## src/rtl/fetch_unit_pkg.sv

```systemverilog
// Shared types and constants for the instruction-fetch stage.
package fetch_unit_pkg;

  // Fetch sequencer states
  typedef enum logic [1:0] {
    ST_BOOT = 2'd0,
    ST_RUN  = 2'd1,
    ST_HALT = 2'd2
  } fetch_state_e;

  // Branch select codes produced by insdec
  typedef enum logic [1:0] {
    BS_SEQ  = 2'd0,
    BS_COND = 2'd1,
    BS_REG  = 2'd2,
    BS_JMP  = 2'd3
  } bs_e;

  // Opcode placed in IR whenever no real instruction is presented
  localparam logic [4:0] NOP_OP = 5'b00000;

  // Width of the branch offset / absolute target field in the instruction
  localparam int OFFS_W = 9;

endpackage

```

## src/rtl/fetch_unit_if.sv

```systemverilog
// Instruction ROM bus: address/enable out of fetch, word back one cycle later.
interface fetch_unit_if #(
  parameter int PC_W  = 9,
  parameter int INS_W = 17
);
  logic [PC_W-1:0]  imem_addr;
  logic             imem_en;
  logic [INS_W-1:0] imem_rdata;

  modport master (output imem_addr, output imem_en, input imem_rdata);
  modport slave  (input imem_addr, input imem_en, output imem_rdata);
endinterface

```

## src/rtl/fetch_unit_branch_target_gen.sv

```systemverilog
// Branch decision and target address for the instruction currently held in IR.
// Purely combinational; validity gating is applied by the caller.
module branch_target_gen
  import fetch_unit_pkg::*;
#(
  parameter int INS_W  = 17,
  parameter int PC_W   = 9,
  parameter int DATA_W = 16
) (
  input  logic [1:0]        bs,
  input  logic              ps,
  input  logic              zero_flag,
  input  logic [INS_W-1:0]  instr_out,
  input  logic [PC_W-1:0]   instr_pc,
  input  logic [DATA_W-1:0] a_bus,
  output logic              take,
  output logic [PC_W-1:0]   target
);

  logic signed [PC_W+OFFS_W-1:0] offs_sext;
  logic        [PC_W+OFFS_W-1:0] offs_zext;
  logic                          unused_hi_bits;

  assign offs_sext = {{PC_W{instr_out[OFFS_W-1]}}, instr_out[OFFS_W-1:0]};
  assign offs_zext = {{PC_W{1'b0}}, instr_out[OFFS_W-1:0]};

  // Opcode/register fields, upper A-bus bits and extension headroom never steer the PC
  assign unused_hi_bits = ^{instr_out[INS_W-1:OFFS_W], a_bus[DATA_W-1:PC_W],
                            offs_sext[PC_W+OFFS_W-1:PC_W], offs_zext[PC_W+OFFS_W-1:PC_W]};

  // Decode branch select into a take decision and a PC-width target (modulo 2^PC_W)
  always_comb begin
    take   = 1'b0;
    target = instr_pc + offs_sext[PC_W-1:0];
    case (bs_e'(bs))
      BS_COND: begin
        // ps=0 branches on zero, ps=1 on non-zero
        take   = zero_flag ^ ps;
        target = instr_pc + offs_sext[PC_W-1:0];
      end
      BS_REG: begin
        take   = 1'b1;
        target = a_bus[PC_W-1:0];
      end
      BS_JMP: begin
        take   = 1'b1;
        target = offs_zext[PC_W-1:0];
      end
      default: begin
        take = 1'b0;
      end
    endcase
  end

endmodule

```

## src/rtl/fetch_unit.sv

```systemverilog
// Instruction-fetch stage: PC register, synchronous ROM addressing, IR toward insdec.
// Taken branches squash the fall-through word, costing one bubble.
// Optional build macro FETCH_PERF_EN adds saturating taken-branch / bubble counters.
module fetch_unit
  import fetch_unit_pkg::*;
#(
  parameter int              INS_W    = 17,
  parameter int              PC_W     = 9,
  parameter int              DATA_W   = 16,
  parameter logic [PC_W-1:0] RESET_PC = '0
) (
  input  logic              clk,
  input  logic              rst,
  input  logic              stall,
  input  logic              halt_req,
  input  logic              resume,
  input  logic [1:0]        bs,
  input  logic              ps,
  input  logic              zero_flag,
  input  logic [DATA_W-1:0] a_bus,
  fetch_unit_if.master      imem,
  output logic [INS_W-1:0]  instr_out,
  output logic [PC_W-1:0]   instr_pc,
  output logic              instr_valid,
  output logic [PC_W-1:0]   pc_out,
  output logic              halted
`ifdef FETCH_PERF_EN
  ,
  output logic [15:0]       perf_taken,
  output logic [15:0]       perf_bubble
`endif
);

  localparam logic [INS_W-1:0] NOP_WORD = {NOP_OP, {(INS_W-5){1'b0}}};

  fetch_state_e     state_q, state_d;
  logic [PC_W-1:0]  pc_q, pc_d;
  logic [INS_W-1:0] ir_q, ir_d;
  logic [PC_W-1:0]  ipc_q, ipc_d;
  logic             vld_q, vld_d;

  logic             fetch_en;
  logic             take_evt;
  logic             bubble_evt;
  logic             bt_take;
  logic [PC_W-1:0]  bt_target;

  branch_target_gen #(
    .INS_W (INS_W),
    .PC_W  (PC_W),
    .DATA_W(DATA_W)
  ) u_btg (
    .bs       (bs),
    .ps       (ps),
    .zero_flag(zero_flag),
    .instr_out(ir_q),
    .instr_pc (ipc_q),
    .a_bus    (a_bus),
    .take     (bt_take),
    .target   (bt_target)
  );

  // Next-state, next-PC and IR load; stall leaves every register as is
  always_comb begin
    state_d    = state_q;
    pc_d       = pc_q;
    ir_d       = ir_q;
    ipc_d      = ipc_q;
    vld_d      = vld_q;
    fetch_en   = 1'b0;
    take_evt   = 1'b0;
    bubble_evt = 1'b0;
    if (!stall) begin
      case (state_q)
        ST_BOOT: begin
          // Prime the ROM with the word at pc; IR stays empty
          fetch_en   = 1'b1;
          ir_d       = NOP_WORD;
          vld_d      = 1'b0;
          bubble_evt = 1'b1;
          state_d    = ST_RUN;
        end
        ST_RUN: begin
          if (bt_take && vld_q) begin
            // Redirect and squash the fall-through word already in the ROM
            fetch_en   = 1'b1;
            pc_d       = bt_target;
            ir_d       = NOP_WORD;
            vld_d      = 1'b0;
            take_evt   = 1'b1;
            bubble_evt = 1'b1;
            if (halt_req) begin
              state_d = ST_HALT;
            end
          end else if (halt_req) begin
            // The word for pc is not issued; pc stays on it so BOOT refetches it
            ir_d    = NOP_WORD;
            vld_d   = 1'b0;
            state_d = ST_HALT;
          end else begin
            fetch_en = 1'b1;
            ir_d     = imem.imem_rdata;
            ipc_d    = pc_q;
            vld_d    = 1'b1;
            pc_d     = pc_q + PC_W'(1);
          end
        end
        ST_HALT: begin
          ir_d  = NOP_WORD;
          vld_d = 1'b0;
          if (resume) begin
            state_d = ST_BOOT;
          end
        end
        default: begin
          state_d = ST_BOOT;
        end
      endcase
    end
  end

  // Control and pipeline registers; reset wins over everything
  always_ff @(posedge clk) begin
    if (rst) begin
      state_q <= ST_BOOT;
      pc_q    <= RESET_PC;
      ir_q    <= NOP_WORD;
      ipc_q   <= '0;
      vld_q   <= 1'b0;
    end else begin
      state_q <= state_d;
      pc_q    <= pc_d;
      ir_q    <= ir_d;
      ipc_q   <= ipc_d;
      vld_q   <= vld_d;
    end
  end

  assign imem.imem_addr = pc_d;
  assign imem.imem_en   = fetch_en;
  assign instr_out      = ir_q;
  assign instr_pc       = ipc_q;
  assign instr_valid    = vld_q;
  assign pc_out         = pc_q;
  assign halted         = (state_q == ST_HALT);

`ifdef FETCH_PERF_EN
  logic [15:0] perf_taken_q, perf_taken_d;
  logic [15:0] perf_bubble_q, perf_bubble_d;

  function automatic logic [15:0] sat_inc16(input logic [15:0] v);
    return (v == 16'hFFFF) ? v : v + 16'd1;
  endfunction

  // Event counters; events are already qualified by !stall
  always_comb begin
    perf_taken_d  = take_evt   ? sat_inc16(perf_taken_q)  : perf_taken_q;
    perf_bubble_d = bubble_evt ? sat_inc16(perf_bubble_q) : perf_bubble_q;
  end

  // Counter registers, cleared by reset
  always_ff @(posedge clk) begin
    if (rst) begin
      perf_taken_q  <= '0;
      perf_bubble_q <= '0;
    end else begin
      perf_taken_q  <= perf_taken_d;
      perf_bubble_q <= perf_bubble_d;
    end
  end

  assign perf_taken  = perf_taken_q;
  assign perf_bubble = perf_bubble_q;
`else
  logic unused_perf_evt;
  assign unused_perf_evt = take_evt ^ bubble_evt;
`endif

endmodule

```

## src/flat_wrapper.sv

```systemverilog
// flat-port wrapper written by rule: the top's interface ports become plain ports
module fetch_unit_flat import fetch_unit_pkg::*;
#(
  parameter int              INS_W    = 17,
  parameter int              PC_W     = 9,
  parameter int              DATA_W   = 16,
  parameter logic [PC_W-1:0] RESET_PC = '0
)
  (clk, rst, stall, halt_req, resume, bs, ps, zero_flag, a_bus, instr_out, instr_pc, instr_valid, pc_out, halted, imem_imem_addr, imem_imem_en, imem_imem_rdata);
  fetch_unit_if #(.PC_W(PC_W), .INS_W(INS_W)) imem_i ();
  input  logic clk;
  input  logic rst;
  input  logic stall;
  input  logic halt_req;
  input  logic resume;
  input  logic [1:0] bs;
  input  logic ps;
  input  logic zero_flag;
  input  logic [DATA_W-1:0] a_bus;
  output logic [INS_W-1:0] instr_out;
  output logic [PC_W-1:0] instr_pc;
  output logic instr_valid;
  output logic [PC_W-1:0] pc_out;
  output logic halted;
  output wire logic [$bits(imem_i.imem_addr)-1:0] imem_imem_addr;
  output wire logic [$bits(imem_i.imem_en)-1:0] imem_imem_en;
  input wire logic [$bits(imem_i.imem_rdata)-1:0] imem_imem_rdata;
  assign imem_imem_addr = imem_i.imem_addr;
  assign imem_imem_en = imem_i.imem_en;
  assign imem_i.imem_rdata = imem_imem_rdata;
  fetch_unit #(.INS_W(INS_W), .PC_W(PC_W), .DATA_W(DATA_W), .RESET_PC(RESET_PC)) u_core (.clk(clk), .rst(rst), .stall(stall), .halt_req(halt_req), .resume(resume), .bs(bs), .ps(ps), .zero_flag(zero_flag), .a_bus(a_bus), .imem(imem_i), .instr_out(instr_out), .instr_pc(instr_pc), .instr_valid(instr_valid), .pc_out(pc_out), .halted(halted));
endmodule
```

## config.mk

```make
export PLATFORM = sky130hd
export DESIGN_NAME = fetch_unit_flat
export DESIGN_NICKNAME = d
export VERILOG_FILES = /design/src/rtl/fetch_unit_pkg.sv /design/src/rtl/fetch_unit_if.sv /design/src/rtl/fetch_unit_branch_target_gen.sv /design/src/rtl/fetch_unit.sv /design/src/flat_wrapper.sv
export SDC_FILE = /design/constraint.sdc
export NUM_CORES = 1
export LEC_CHECK = 0
export CAP_MARGIN = 20
export CORE_MARGIN = 2
export CORE_UTILIZATION = 47
export DETAILED_ROUTE_END_ITERATION = 12
export PLACE_DENSITY = 0.86
export SLEW_MARGIN = 10
export SYNTH_ARGS = -nofsm -noshare
export SYNTH_HDL_FRONTEND = slang
export SYNTH_SLANG_ARGS = --single-unit
```

## constraint.sdc

```tcl
create_clock -name clk -period 5.2 [get_ports clk]
set_input_delay 1.04 -clock clk [delete_from_list [all_inputs] [get_ports clk]]
set_output_delay 1.04 -clock clk [all_outputs]
set_load 0.005 [all_outputs]
```

* Word level (Yosys, flattened, before mapping)
Index checks and enable logic that the tools add are counted.
** Word-level totals
- Word-level logic and storage cells :: 44
- Input port bits :: 42
- Output and inout bits :: 47
- Register bits after elaboration :: 38
** Operators by class
- Reductions and logical operators :: 8
- Mux-type cells :: 18
- Bitwise operators :: 4
- Equal/unequal tests :: 7
- Add/sub/neg operators :: 2
** Operators by type and width (number)
- $mux 9 :: 4
- $mux 17 :: 2
- $pmux 17 s2 :: 1
- $pmux 9 s2 :: 1
- $add 9x1->9 const B :: 1
- $add 9x9->9 :: 1
- $eq 2x2->1 const B :: 3
- $pmux 1 s2 :: 3
- $pmux 2 s3 :: 1
- $eq 2x1->1 const B :: 2
- $mux 1 :: 4
- $mux 2 :: 2
- $ne 2x2->1 const B :: 2
- $reduce_and 4->1 :: 1
- $reduce_or 2->1 :: 2
- $not 1->1 :: 3
- $reduce_and 3->1 :: 1
- $logic_not 2->1 :: 1
- $reduce_and 2->1 :: 1
- $reduce_bool 2->1 :: 1
- $logic_and 1x1->1 :: 1
- $xor 1x1->1 :: 1

* Longest topological paths before layout
Gate-level depths: netlist (run 1).
- Word-level depth :: 7
- Depth in mapped cells :: 9

* By module
A second synthesis (run 1) with hierarchy kept.
** Second synthesis, totals
- Cell total of the unflattened synthesis :: 272
- Area total of the unflattened synthesis :: 2267.2 µm²
** Modules (own cells, without submodules)
- fetch_unit :: cells an instance 196, instances 1, area an instance 1677.9 µm², sequential area each 760.7 µm²
- branch_target_gen :: cells an instance 76, instances 1, area an instance 589.3 µm², sequential area each 0.0 µm²

* Worst setup path before layout (run 1)
No wires, ideal clock.
- Path kind :: input -> output
- Start point :: input halt_req
- End point :: output imem_imem_addr[7]
- Stages on the path :: 7
- Buffers on the path :: 1
- Data required time :: 4.160 ns
- Setup slack :: 1.966 ns
- Arrival time :: 2.194 ns
- Cells stage by stage :: buf_6 and3b_1 and4_4 nand3_2 xnor2_2 a221oi_2 nor2_1
** Between the ends
- Cells in the longest elaborated chain, start to end :: 4
** RTL lines
- from (decl) :: RTL line flat_wrapper.sv:14 : input logic halt_req;
- $mux 9 :: RTL line fetch_unit.sv:95 : end else if (halt_req) begin
- $mux 9 :: RTL line fetch_unit.sv:84 : if (bt_take && vld_q) begin
- $mux 9 :: RTL line fetch_unit.sv:74 : case (state_q)
- $mux 9 :: RTL line fetch_unit.sv:73 : if (!stall) begin
- to (decl) :: RTL line flat_wrapper.sv:25 : output wire logic [$bits(imem_i.imem_addr)-1:0] imem_imem_addr;
Every way passes these cells.

* Worst setup path after layout (run 1)
- Start point :: input ps
- End point :: output imem_imem_addr[4]
** Between the ends
- Cells in the longest elaborated chain, start to end :: 6
** RTL lines
- from (decl) :: RTL line flat_wrapper.sv:17 : input logic ps;
- $xor 1x1->1 :: RTL line fetch_unit_branch_target_gen.sv:38 : take = zero_flag ^ ps;
- $pmux 1 s2 :: RTL line fetch_unit_branch_target_gen.sv:35 : case (bs_e'(bs))
- $logic_and 1x1->1 :: RTL line fetch_unit.sv:84
- $mux 9 :: RTL line fetch_unit.sv:84
- $mux 9 :: RTL line fetch_unit.sv:74
- $mux 9 :: RTL line fetch_unit.sv:73
Every way passes these cells.

==> impl_metrics.csv, run 1 <==
group,metric,value,unit
floorplan,die_x,72.8,um
synthesis,async_reset_ff_share,0,%
detailed_routing,wl_met3,360,um
job,maxCapViolations,0,
clock_network,cts.sinks,38,
worst_setup_path,max_stage_delay,0.53,ns
timing,hold_violations,0,
final_layout,multi_input_area,0.00135,mm^2
synthesis,syn_area_per_cell,8.18,um^2
final_layout,nets,402,
detailed_routing,vias,2230,
detailed_routing,postRouteAntennaNets,0,
clock_network,clkLatencyLatePin,0.29,ns
timing,skew,0.00640,ns
synthesis,synth_edf_count,0,
timing,rsz0062_at_grt,"no",
synthesis,yosysWarnings,0,
placed_design,port_buffers,81,
clock_network,cts_buffers,5,
timing,fin_crit,4.42,ns
worst_setup_path,crit_chain,"clkdlybuf4s50_1 -> xnor2_1 -> o21a_1 -> nor2_1 -> a21boi_1 -> a211o_1 -> clkdlybuf4s50_1",
detailed_routing,first_pass_iters,4,
final_layout,seqCellArea,761,um^2
grt,grt_usage,23.5,%
worst_setup_path,cp_common_cell,"clkdlybuf4s50_1",
floorplan,initial_utilization,48.1,%
grt,grt_pass1_wl,9720,um
worst_setup_path,critical_path_class,"primary input to output port",
worst_setup_path,crit_path_max_fanout,14,
detailed_routing,route.met2.wl,2930,um
timing,setup_tns,0,ns
floorplan,coreArea,0.00463,mm^2
synthesis,synthCells,272,
detailed_routing,wire_per_inst,14.7,um
synthesis,synth_seq_area_share,34.2,%
synthesis,synth_nets,324,
worst_setup_path,critPathLaunchType,"primary input",
floorplan,io_pins,89,
clock_network,cts_tree,"built",
clock_network,holdBufCountCts,0,
final_layout,drive_above_1_share,7.41,%
placed_design,dp.final_hpwl,4370,um
worst_setup_path,crit_family,"compound AO/OA/AOI/OAI gates",
detailed_routing,route.detailed.drc,0,
synthesis,synth_seq_cells,38,
worst_setup_path,required,4.16,ns
detailed_routing,highest_layer,"met4",
final_layout,layout_commonest_cell,"clkdlybuf4s50_1",
detailed_routing,met1_length,2600,um
worst_setup_path,endpoint_kind,"output port",
timing,fmax,226,MHz
timing,setup_viol,0,
worst_setup_path,worst-path-buf-inv,2,
worst_setup_path,cp_slowest_cell,"o21a_1",
clock_network,cts_resized,0,
grt,grt-ovfl-total,0,
floorplan,die_h,72.8,um
timing,min_period_over_period,84.9,%
synthesis,ys.flop_type,"dfxtp_1",
worst_setup_path,crit_arrival,3.38,ns
synthesis,synth_area,0.00223,mm^2
detailed_routing,routed_wirelength,5940,um
detailed_routing,drtIter0Drc,227,
final_layout,nFillCells,397,
grt,grt_pass1_vias,2061,
clock_network,clk_pin_slew,0.07,ns
final_layout,final_cell_mix,"81 x clkdlybuf4s50_1, 38 x dfxtp_1, 37 x nand2_1, 35 x nor2_1, 27 x a21oi_1",
clock_network,post_cts_buffers,0,
detailed_routing,viasPerCell,5.51,
power_and_ir_drop,p_leak,1.22,nW
final_layout,area_growth,41.5,%
placed_design,place_inst,397,
timing,tightestPinTransition,0.635,ns
clock_network,cts_htree_levels,2,
outcome,status,"completed",
worst_hold_path,hp-class,"flop to flop",
final_layout,finalNonFillerCells,405,
timing,slew_viol_final,0,
final_layout,antennaDiodeCount,0,
clock_network,cts_root_buffer,"clkbuf_8",
synthesis,synth_cell_types,53,
power_and_ir_drop,power_density,205,mW/mm^2
placed_design,place.gp.congestion,0.843,
grt,grt_max_degree,39,
clock_network,max-clock-path-buffers,2,
floorplan,rows,25,
power_and_ir_drop,ir_drop,96.5,uV
grt,antenna_found_initial,0,
timing,timing.slew.headroom,57.6,%
floorplan,die_area,0.00530,mm^2
[path summary, 6_finish.rpt]
path	slack, ns	from	endpoint	cells past startpoint
max	0.78	ps	imem_imem_addr[4]	7
min	0.48	u_core.instr_pc[7]$_SDFFE_PP0P_	u_core.instr_pc[7]$_SDFFE_PP0P_	2
max reg2reg	3.02	u_core.instr_out[0]$_SDFFE_PP0P_	u_core.pc_out[6]$_SDFF_PP0_	9
min reg2reg	0.48	u_core.instr_pc[7]$_SDFFE_PP0P_	u_core.instr_pc[7]$_SDFFE_PP0P_	2
[Yosys cell counts (2+ instances only)]
cell type  count  area share (%)
o21ai_0        9             2.0
a211o_1        2            0.79
nand3_1        3            0.67
a21oi_2        4             1.6
ha_1           9             5.1
clkbuf_1       4            0.67
a21oi_1       27             6.1
nor2_1        35             5.9
nor2b_1       10             2.8
nand2b_1       4             1.1
buf_4          3             1.0
buf_6          3             1.5
buf_2          2            0.45
nand2_1       37             6.2
o22ai_1        2            0.56
nor3_1         4            0.90
o21ai_1        4            0.90
a22oi_1       18             6.1
o21a_1         2            0.67
xor2_1         2            0.79
dfxtp_1       38              34
o211ai_1       2            0.67
mux2i_1        9             4.0
xnor2_1        4             1.6
inv_1          7             1.2
[layer usage]
metal	up-vias	GRT usage [%]
li1	1119	-
met1	1035	29.9
met2	72	39.4
met3	4	4.97
met4	0	7.82
met5	-	0
[report_power, final]
| group | internal (W) | switching [W] |
|---|---|---|
| Combinational | 0.0000540 | 0.0000419 |
| Sequential | 0.000296 | 0.00000653 |
| Clock | 0.000141 | 0.000107 |
[area by class of cell]
class / instances / share of cell area, %
clock buffers: 5 / 2.18
clock inverters: 3 / 1.27
inverters: 7 / 0.834
multi-input cells: 214 / 43.0
flip-flops and latches: 38 / 24.1
well taps: 54 / 2.14
repair buffers: 84 / 26.4
[state kept, by name, summed over array words and instances (netlist names)]
register,flops
u_core.instr_pc,9
u_core.state_q,2
u_core.instr_valid,1
u_core.pc_out,9
u_core.instr_out,17
[cell families after synthesis]
| kind of cell | share of synthesized area (%) |
|---|---|
| multiplexers | 4.05 |
| AND/OR/NAND/NOR | 23.3 |
| XOR/XNOR | 3.09 |
| buffers and inverters | 5.00 |
| adder cells (fa/ha/maj) | 5.96 |
| AO/OA/AOI/OAI | 24.4 |
| flip-flops | 34.2 |
[per-stage QoR]
step / hold slack, ns / area, um^2 / utilization (%) / power [W] / setup WS [ns]
global route: 0.501 / 3150 / 68.1 / 0.000672 / 0.666
CTS: 0.481 / 3150 / 68.1 / 0.000654 / 0.812
detailed placement: 0.471 / 3040 / 65.7 / 0.000405 / 0.835
finish: 0.480 / 3150 / 68.1 / 0.000647 / 0.783
global placement: 0.465 / 3040 / 65.7 / 0.000403 / 0.839
floorplan: 0.469 / 2230 / - / 0.000354 / 1.97
[worst register-to-register path: cells and delay by family, from the launching register on]
family,cells,cell delay [ns]
simple gates,2,0.37
compound gates,4,0.71
buf+inv,1,0.05
flops,1,0.39
fa+ha+maj,2,0.54
(Power assumes the default switching activity.)
==> inputs of run 2 (changes only) <==
--- a/config.mk
+++ b/config.mk
@@ -7,9 +7,9 @@
 export LEC_CHECK = 0
 export CAP_MARGIN = 20
 export CORE_MARGIN = 2
-export CORE_UTILIZATION = 47
+export CORE_UTILIZATION = 39
 export DETAILED_ROUTE_END_ITERATION = 12
-export PLACE_DENSITY = 0.86
+export PLACE_DENSITY = 0.76
 export SLEW_MARGIN = 10
 export SYNTH_ARGS = -nofsm -noshare
 export SYNTH_HDL_FRONTEND = slang
==> constraint.sdc (replaced) <==
create_clock -name clk -period 3.7 [get_ports clk]
set_input_delay 0.74 -clock clk [delete_from_list [all_inputs] [get_ports clk]]
set_output_delay 0.74 -clock clk [all_outputs]
set_load 0.005 [all_outputs]
==> run 2 against run 1 <==
- final area grew 1.5%
- register-to-register slack lost 1.5 ns
- setup slack lost 0.68 ns
- count of clock-buffer cells in the layout unchanged
- routed wire length grew 5.4%
- via count up 2.4%
- combinational power increased by 46%
- critical endpoint unchanged
==> impl_metrics.csv, run 2 (same netlist as run 1, synthesis figures left out) <==
group,metric,value,unit
grt,antenna_found_initial,0,
timing,hold_violations,0,
worst_setup_path,critical_path_class,"primary input to output port",
placed_design,port_buffers,81,
timing,tightestPinTransition,0.661,ns
worst_setup_path,crit_family,"buffers and inverters",
timing,setup_tns,0,ns
clock_network,max-clock-path-buffers,2,
power_and_ir_drop,power_density,268,mW/mm^2
final_layout,area_growth,43.7,%
timing,fin_crit,3.60,ns
final_layout,seqCellArea,762,um^2
detailed_routing,route.detailed.drc,0,
timing,min_period_over_period,97.2,%
grt,grt_usage,19.7,%
floorplan,rows,27,
final_layout,nFillCells,506,
worst_setup_path,worst-path-buf-inv,3,
clock_network,cts_buffers,5,
timing,timing.slew.headroom,55.8,%
clock_network,clkLatencyLatePin,0.29,ns
floorplan,die_h,79.5,um
timing,setup_ws,0.104,ns
final_layout,fin_area,0.00320,mm^2
timing,rsz0062_at_grt,"no",
power_and_ir_drop,p_leak,1.23,nW
outcome,status,"completed",
floorplan,die_x,79.5,um
timing,skew,0.00347,ns
clock_network,cts.sinks,38,
timing,fmax,278,MHz
clock_network,post_cts_buffers,0,
worst_setup_path,cp_common_cell,"clkdlybuf4s50_1",
detailed_routing,first_pass_iters,4,
worst_setup_path,crit_chain,"clkdlybuf4s50_1 -> xnor2_1 -> o21a_1 -> buf_4 -> nand2_2 -> nor3_1 -> a211o_1 -> clkdlybuf4s50_1",
placed_design,pre_cts_slack,0.108,ns
worst_setup_path,cp_slowest_cell,"clkdlybuf4s50_1",
detailed_routing,wire_per_inst,14.7,um
grt,grt_pass1_vias,2197,
final_layout,largest_reg_flops,17,
floorplan,die_area,0.00633,mm^2
timing,slew_viol_final,0,
worst_hold_path,hp-class,"flop to flop",
final_layout,drive_above_1_share,9.58,%
clock_network,cts_tree,"built",
detailed_routing,drtIter0Drc,106,
worst_setup_path,endpoint_kind,"output port",
placed_design,dp.final_hpwl,4630,um
clock_network,holdBufCountCts,0,
clock_network,clk_pin_slew,0.08,ns
detailed_routing,viasPerCell,5.35,
clock_network,cts_root_buffer,"clkbuf_8",
worst_setup_path,required,2.96,ns
final_layout,nets,406,
placed_design,place.gp.congestion,0.819,
grt,grt_max_degree,39,
grt,grt-ovfl-total,0,
power_and_ir_drop,power,0.000856,W
floorplan,io_pins,89,
floorplan,coreArea,0.00551,mm^2
worst_setup_path,critPathLaunchType,"primary input",
detailed_routing,postRouteAntennaNets,0,
grt,grt_pass1_wl,9960,um
final_layout,layout_commonest_cell,"clkdlybuf4s50_1",
detailed_routing,vias,2284,
worst_setup_path,crit_path_max_fanout,10,
final_layout,multi_input_area,0.00137,mm^2
floorplan,initial_utilization,40.4,%
power_and_ir_drop,ir_drop,197,uV
final_layout,utilization,58.1,%
job,maxCapViolations,0,
placed_design,dpl-instance-area,0.00309,mm^2
worst_setup_path,max_stage_delay,0.50,ns
worst_setup_path,crit_arrival,2.86,ns
clock_network,cts_htree_levels,2,
final_layout,final_cell_mix,"81 x clkdlybuf4s50_1, 37 x nand2_1, 37 x dfxtp_1, 35 x nor2_1, 26 x a21oi_1",
timing,setup_viol,0,
detailed_routing,routed_wirelength,6260,um
final_layout,antennaDiodeCount,0,
## run 2: changes by cell type in the layout (fill, tap and decap cells not counted), sizes merged
cell	change
bufinv	-1
buf	+4
clkinvlp	+1
## run 2: area by class of cell
type	count	share of cell area, %
Tap cell	72	2.82
Timing Repair Buffer	88	27.0
Sequential cell	38	23.8
Inverter	7	0.822
Multi-Input combinational cell	214	42.7
Clock inverter	3	0.665
Clock buffer	5	2.15
## run 2: per-layer routing
layer	part of all wire (%)	vias to the layer above	global-route usage [%]
met1	43	1060	24.5
met3	8.3	12	6.11
met2	47	83	32.4
met5	0	-	0
met4	1.6	0	6.21
li1	-	1129	-
## run 2: worst paths after layout
| path | endpoint | cells after the start | slack, ns | from |
|---|---|---|---|---|
| worst max-delay path | imem_imem_addr[4] | 8 | 0.10 | ps |
| worst min-delay path | u_core.instr_pc[4]$_SDFFE_PP0P_ | 2 | 0.49 | u_core.instr_pc[4]$_SDFFE_PP0P_ |
| worst max register to register | u_core.pc_out[4]$_SDFF_PP0_ | 9 | 1.53 | u_core.instr_out[0]$_SDFFE_PP0P_ |
| worst min register to register | u_core.instr_pc[4]$_SDFFE_PP0P_ | 2 | 0.49 | u_core.instr_pc[4]$_SDFFE_PP0P_ |
## run 2: worst min-delay path: stages (launching register included)
cell     delay [ns]
dfxtp_1        0.33
nand2_1        0.06
a21oi_1        0.05
## run 2: metrics by stage
stage                     hold slack (ns)  instances
after floorplan                     0.469        272
after global placement              0.469        419
after detailed placement            0.476        419
after CTS                           0.488        427
after global routing                0.499        427
final                               0.487        427
## run 2: power breakdown
group / leakage (nW) / switching (W) / internal, W
sequential: 0.308 / 0.00000890 / 0.000416
clock: 0.0441 / 0.000159 / 0.000132
combinational: 0.875 / 0.0000611 / 0.0000785
total: 1.23 / 0.000229 / 0.000627
## run 2: what timing repair did
action / CTS / global route
hold endpoints to repair: 0 / 0
resized for setup: 0 / 4
setup endpoints to repair: 0 / 2
